$ cat src/rtl/audio_i2s_tx.sv
// Mono I2S transmitter: takes 16-bit sample strobes into a one-word holding register and
// serialises the latest word on both channels, 64 BCLK per frame, with under/overrun counters.
module audio_i2s_tx #(
    parameter int BCLK_HALF = 18
) (
    input  logic        clk,
    input  logic        rst,
    input  logic [15:0] sample_in,
    input  logic        sample_in_valid,
    output logic        i2s_bclk,
    output logic        i2s_lrck,
    output logic        i2s_sdata,
    output logic        frame_start,
    output logic [15:0] underrun_count,
    output logic [15:0] overrun_count
);

    localparam int DIV_W = (BCLK_HALF > 2) ? $clog2(BCLK_HALF) : 1;

    logic [DIV_W-1:0] div_cnt;
    logic [5:0]       slot;
    logic [5:0]       slot_nxt;
    logic [4:0]       pos;
    logic [15:0]      hold;
    logic [15:0]      frame_word;
    logic             pending;
    logic             tc;
    logic             fall;
    logic             load;
    logic             sdata_nxt;

    assign tc       = (div_cnt == DIV_W'(BCLK_HALF - 1));
    assign fall     = tc & i2s_bclk;
    assign slot_nxt = slot + 6'd1;
    assign pos      = slot_nxt[4:0];
    assign load     = fall & (slot == 6'd63);

    // One-bit I2S delay: MSB lands in position 1 of each 32-slot half.
    // At the load edge the new slot is 0, so the stale frame_word is never shown.
    always_comb begin
        sdata_nxt = 1'b0;
        if (pos >= 5'd1 && pos <= 5'd16)
            sdata_nxt = frame_word[4'(5'd16 - pos)];
    end

    always_ff @(posedge clk or posedge rst) begin
        if (rst) begin
            div_cnt  <= '0;
            i2s_bclk <= 1'b0;
        end else if (tc) begin
            div_cnt  <= '0;
            i2s_bclk <= ~i2s_bclk;
        end else begin
            div_cnt  <= div_cnt + DIV_W'(1);
        end
    end

    always_ff @(posedge clk or posedge rst) begin
        if (rst) begin
            slot      <= '0;
            i2s_lrck  <= 1'b0;
            i2s_sdata <= 1'b0;
        end else if (fall) begin
            slot      <= slot_nxt;
            i2s_lrck  <= slot_nxt[5];
            i2s_sdata <= sdata_nxt;
        end
    end

    // A strobe coinciding with a load waits for the next frame: frame takes the old hold.
    always_ff @(posedge clk or posedge rst) begin
        if (rst) begin
            hold           <= '0;
            pending        <= 1'b0;
            frame_word     <= '0;
            frame_start    <= 1'b0;
            underrun_count <= '0;
            overrun_count  <= '0;
        end else begin
            frame_start <= load;
            if (load) begin
                frame_word <= hold;
                if (!pending && underrun_count != 16'hFFFF)
                    underrun_count <= underrun_count + 16'd1;
            end
            if (sample_in_valid) begin
                hold <= sample_in;
                if (pending && !load && overrun_count != 16'hFFFF)
                    overrun_count <= overrun_count + 16'd1;
            end
            if (sample_in_valid)
                pending <= 1'b1;
            else if (load)
                pending <= 1'b0;
        end
    end

endmodule
$ cat config.mk
export PLATFORM = sky130hd
export DESIGN_NAME = audio_i2s_tx
export DESIGN_NICKNAME = d
export VERILOG_FILES = /design/src/rtl/audio_i2s_tx.sv
export SDC_FILE = /design/constraint.sdc
export NUM_CORES = 1
export LEC_CHECK = 0
export CAP_MARGIN = 0
export CORE_MARGIN = 2
export CORE_UTILIZATION = 30
export DETAILED_ROUTE_END_ITERATION = 16
export DONT_BUFFER_PORTS = 1
export GPL_ROUTABILITY_DRIVEN = 0
export SLEW_MARGIN = 20
export SYNTH_ARGS = -nofsm -noshare
export SYNTH_HDL_FRONTEND = slang
export SYNTH_SLANG_ARGS = --single-unit
$ cat constraint.sdc
create_clock -name clk -period 2.57 [get_ports clk]
set_clock_uncertainty 0.1 [all_clocks]
set_input_delay 0.257 -clock clk [delete_from_list [all_inputs] [get_ports clk]]
set_output_delay 0.257 -clock clk [all_outputs]
set_load 0.01 [all_outputs]
==> impl_metrics.env, run 1 <==
export IMPL_post_synth_num_cell_types=42
export IMPL_cts_buffers_inserted=9
export IMPL_synthesis_nets=325
export IMPL_root_buffer="clkbuf_16"
export IMPL_netlist_instances=300
export IMPL_hold_viol=0
export IMPL_critPathRequiredTime_ps=2690
export IMPL_mostFrequentLayoutCell="dfrtp_1"
export IMPL_core_um2=12000
export IMPL_wl_per_cell_um=15.1
export IMPL_antenna_found_initial=0
export IMPL_dieArea_um2=13200
export IMPL_drt_total_wl_um=7190
export IMPL_cp_arrival_ps=2350
export IMPL_dr_first_iter_drc_count=119
export IMPL_synth_top_cell_area_share=0.536
export IMPL_yosysSeqAreaShare=0.536
export IMPL_status="completed"
export IMPL_rsz0062_at_grt="no"
export IMPL_drtPass1Iterations=4
export IMPL_pwr_density_cell_nw_per_um2=675
export IMPL_yosysTopAreaCell="dfrtp_1"
export IMPL_p_int_mw=2.21
export IMPL_htree_levels=3
export IMPL_antenna_cells=0
export IMPL_grt_pass1_wl_um=11900
export IMPL_maxCapViolCount=0
export IMPL_p_switching_mw=0.740
export IMPL_row_count=40
export IMPL_seqPwrFrac=0.487
export IMPL_yosys_warnings=0
export IMPL_fin_crit_sh=0.871
export IMPL_worstSetupEndpointType="register"
export IMPL_dp_hpwl_um=5010
export IMPL_die_height_um=115
export IMPL_tightest_slew_ps=911
export IMPL_ir_worst_vdd_mv=0.318
export IMPL_fin_ws_ps=332
export IMPL_synthArstFlopShare=1.00
export IMPL_period_minus_slack_ps=2240
export IMPL_vias=2377
export IMPL_post_cts_setup_buffer_count=0
export IMPL_ant_nets=0
export IMPL_grt_max_degree=80
export IMPL_clock_sinks=79
export IMPL_die_w_um=115
export IMPL_layout_common_cells="dfrtp_1 (79), mux2_2 (40), xnor2_1 (22)"
export IMPL_start_kind="register"
export IMPL_cp_max_fo=9
export IMPL_synth_edf_count=0
export IMPL_relSlewSlack=0.390
export IMPL_syn_avg_cell_area_um2=12.3
export IMPL_pre_cts_ws_ps=311
export IMPL_gr_usage_all_layers=0.116
export IMPL_ys_top_cells_by_area="dfrtp_1 (54%), mux2_2 (12%), xnor2_1 (5.2%), xor2_1 (2.6%), mux4_2 (2.4%)"
export IMPL_worst_hold_slack_ps=108
export IMPL_fmax_mhz=447
export IMPL_viasPerCell=4.99
export IMPL_clockPowerShare=0.448
export IMPL_drc_errors=0
export IMPL_cts_tree="built"
export IMPL_nets=349
export IMPL_grt_ovfl_total=0
export IMPL_start_util=0.307
export IMPL_synth_ff_type="dfrtp_1"
export IMPL_power_leakage_nw=1.95
export IMPL_holdCritPathClass="in -> reg"
export IMPL_nFillCells=1154
export IMPL_clkLatencyLatePin_ps=340
export IMPL_grt_pass1_vias=2340
export IMPL_drive_gt1_frac=0.228
export IMPL_fin_setup_tns_ps=0
export IMPL_cts_buffer_depth=2
export IMPL_ys_ff_latch=79
export IMPL_setup_violations=0
export IMPL_synth_area_um2=3690
export IMPL_io_buffers=0
export IMPL_clk_pin_slew_ps=60
export IMPL_p_comb_frac=0.065
export IMPL_swShare=0.251
export IMPL_crit_type="reg -> reg"
export IMPL_slew_viol_final=0
export IMPL_ios=55
export IMPL_area_delta_synth_final_pct=18.7
## per-stage QoR
step / cell area (um2) / std cells / util / power, mW
global placement: 3880 / 442 / 0.323 / 1.62
finish: 4380 / 476 / 0.364 / 2.95
global route: 4380 / 476 / 0.364 / 3.11
detailed placement: 3880 / 442 / 0.323 / 1.63
CTS: 4380 / 476 / 0.364 / 3.01
floorplan: 3690 / 300 / - / 1.58
## critical path: stages, from the launching register on
cell,delay [ps]
dfrtp_1,390
inv_1,60
ha_1,150
and4bb_2,360
nand4_4,200
and4bb_2,450
nand4_1,120
mux2_2,290
## layer usage
layer	wire length (um)	vias to the layer above	track usage
li1	-	1126	-
met1	3280	1177	0.149
met2	3290	65	0.176
met3	525	9	0.0569
met4	88	0	0.0289
met5	0	-	0
## power groups by stage
stage	clock (mW)	combinational, mW	sequential, mW
finish	1.32	0.192	1.44
global route	1.43	0.225	1.45
CTS	1.37	0.196	1.44
detailed placement	0	0.168	1.46
global placement	0	0.160	1.46
floorplan	0	0.141	1.43
## registers in the layout (all words and copies together) (netlist names)
signal,cells
underrun_count,16
div_cnt,5
i2s_lrck,1
hold,16
overrun_count,16
slot,5
frame_word,16
frame_start,1
pending,1
i2s_bclk,1
i2s_sdata,1
## layout make-up
| class | instances | area, um2 | share of cell area |
|---|---|---|---|
| Clock inverter | 6 | 76.3 | 0.0174 |
| Multi-Input combinational cell | 198 | 1610 | 0.368 |
| Tap cell | 147 | 184 | 0.0420 |
| Inverter | 10 | 38.8 | 0.00886 |
| Clock buffer | 10 | 239 | 0.0546 |
| Sequential cell | 79 | 1980 | 0.452 |
| Timing Repair Buffer | 26 | 253 | 0.0577 |
## cell families after synthesis
kind of cell,Yosys count,synth area share
simple gates,92,0.143
mux,45,0.149
flops,79,0.536
fa+ha+maj,6,0.0204
compound gates,22,0.0455
xor+xnor,33,0.0784
buf+inv,23,0.0275
## synth_stat cells (2+ instances only)
library cell and instances:
clkbuf_1 8, xor2_1 11, mux2_2 40, dfrtp_1 79, o21ai_0 4, nor2_1 14
and3_1 6, mux4_2 4, nand2b_1 3, nand4_1 12, o311ai_0 2, ha_1 6
nor3_1 8, buf_2 2, a21oi_1 5, or3_1 2, a31oi_1 3, and2_1 6
nand2_1 14, and4_1 4, inv_1 10, and4bb_2 2, nand3_1 15, xnor2_1 22
## worst paths after layout
check / start / end / slack (ps) / depth (start not counted)
max: div_cnt[1] / underrun_count[15] / 330 / 7
min: sample_in_valid / overrun_count[0] / 110 / 2
max reg2reg: div_cnt[1] / underrun_count[15] / 330 / 7
min reg2reg: div_cnt[0] / div_cnt[0] / 400 / 1
max in group asynchronous: rst / frame_word[8] / 1670 / 3
min in group asynchronous: rst / underrun_count[11] / 360 / 3
## repair_timing
| item | 4_1_cts | 5_1_grt |
|---|---|---|
| endpoints found under the hold margin | 96 | 0 |
| hold buffers | 18 | 0 |
| resized for setup | 0 | 0 |
Power figures use the tool's default switching activity.
==> run 2, diff against run 1 <==
clock period = 2.75 ns   (was 2.57 ns; I/O delays follow)
==> impl_metrics.env, run 2 (synthesis results as in run 1) <==
export IMPL_ios=55
export IMPL_holdCritPathClass="in -> reg"
export IMPL_setup_violations=0
export IMPL_clkLatencyLatePin_ps=340
export IMPL_die_height_um=115
export IMPL_grt_pass1_wl_um=11900
export IMPL_cts_buffers_inserted=9
export IMPL_dr_first_iter_drc_count=137
export IMPL_core_um2=12000
export IMPL_drc_errors=0
export IMPL_vias=2369
export IMPL_root_buffer="clkbuf_16"
export IMPL_dp_hpwl_um=5120
export IMPL_cp_max_fo=9
export IMPL_worstSetupEndpointType="register"
export IMPL_cts_hold_buf=18
export IMPL_nets=346
export IMPL_fin_util=0.360
export IMPL_slew_viol_final=0
export IMPL_top_usage_layer="met2"
export IMPL_die_w_um=115
export IMPL_row_count=40
export IMPL_drt_total_wl_um=7220
export IMPL_pwr_density_cell_nw_per_um2=613
export IMPL_placed_cell_area_um2=3850
export IMPL_fmax_mhz=397
export IMPL_nFillCells=1163
export IMPL_io_buffers=0
export IMPL_gr_usage_all_layers=0.117
export IMPL_ant_nets=0
export IMPL_use_met2=0.182
export IMPL_drtPass1Iterations=4
export IMPL_clk_pin_slew_ps=60
export IMPL_tightest_slew_ps=913
export IMPL_dieArea_um2=13200
export IMPL_viasPerCell=5.01
export IMPL_crit_slowest_cell="dfrtp_1"
export IMPL_cts_buffer_depth=2
export IMPL_cts_resized_gates=0
export IMPL_fin_area_um2=4320
export IMPL_start_util=0.307
export IMPL_start_kind="register"
export IMPL_fin_setup_tns_ps=0
export IMPL_grt_ovfl_total=0
export IMPL_dp_cells=439
export IMPL_layout_common_cells="dfrtp_1 (79), mux2_2 (40), xnor2_1 (22)"
export IMPL_hold_viol=0
export IMPL_grt_use_met3=0.0453
export IMPL_drive_gt1_frac=0.221
export IMPL_critPathRequiredTime_ps=2870
export IMPL_period_minus_slack_ps=2520
export IMPL_grt_pass1_vias=2397
export IMPL_wl_per_cell_um=15.3
export IMPL_clock_sinks=79
export IMPL_relSlewSlack=0.389
export IMPL_multi_input_area_um2=1610
export IMPL_cp_cell_sequence="ha_1, and4_1, nand4_4, and4bb_2, nand4_1, mux2_2"
export IMPL_stdcell_count=473
export IMPL_maxCapViolCount=0
export IMPL_register_area_um2=1980
export IMPL_cts_tree="built"
export IMPL_post_cts_setup_buffer_count=0
export IMPL_crit_type="reg -> reg"
export IMPL_ir_worst_vdd_mv=0.316
export IMPL_use_met1=0.147
export IMPL_status="completed"
export IMPL_antenna_cells=0
export IMPL_antenna_found_initial=0
export IMPL_htree_levels=3
export IMPL_power_leakage_nw=1.91
export IMPL_grt_max_degree=62
export IMPL_cp_arrival_ps=2640
export IMPL_fin_crit_sh=0.916
export IMPL_slowest_delay_ps=580
export IMPL_area_delta_synth_final_pct=17.1
export IMPL_mostFrequentLayoutCell="dfrtp_1"
export IMPL_rsz0062_at_grt="no"
## run 2: final timing paths
kind	startpoint	end	slack [ps]	cells after the start
max	slot[0]	underrun_count[15]	230	6
min	sample_in_valid	overrun_count[0]	140	2
max reg2reg	slot[0]	underrun_count[15]	230	6
min reg2reg	hold[2]	frame_word[2]	400	1
max in group asynchronous	rst	div_cnt[3]	1440	3
min in group asynchronous	rst	underrun_count[14]	460	2
## run 2: layout make-up
class,instances,share of cell area
clock buffer,10,0.0553
clock inverter,6,0.0119
inverter,10,0.00927
multi-input combinational,198,0.373
sequential,79,0.458
tap,147,0.0426
timing repair buffer,23,0.0504
## run 2: power breakdown
part	leakage (nW)	switching, mW	total [mW]	internal, mW
sequential	1.02	0.109	1.34	1.23
combinational	0.754	0.0859	0.177	0.0908
clock	0.140	0.484	1.13	0.646
## run 2: routing by layer
layer | routed length, um | part of all wire
met5 | 0 | 0
met4 | 112 | 0.016
met3 | 486 | 0.067
met2 | 3370 | 0.47
met1 | 3250 | 0.45
## run 2: worst max-delay path, delay by kind of cell (launching register included)
kind | cells | cell delay, ps
flops | 1 | 580
fa+ha+maj | 1 | 370
mux | 1 | 290
simple gates | 4 | 1050
## run 2: per-stage QoR
stage          hold slack [ps]  setup WS (ps)  power [mW]
2_1_floorplan              327            352        1.47
5_1_grt                    137           41.0        2.79
6_report                   136            232        2.65
4_1_cts                    122            216        2.70
3_5_place_dp               279            249        1.52
3_3_place_gp               276            317        1.51
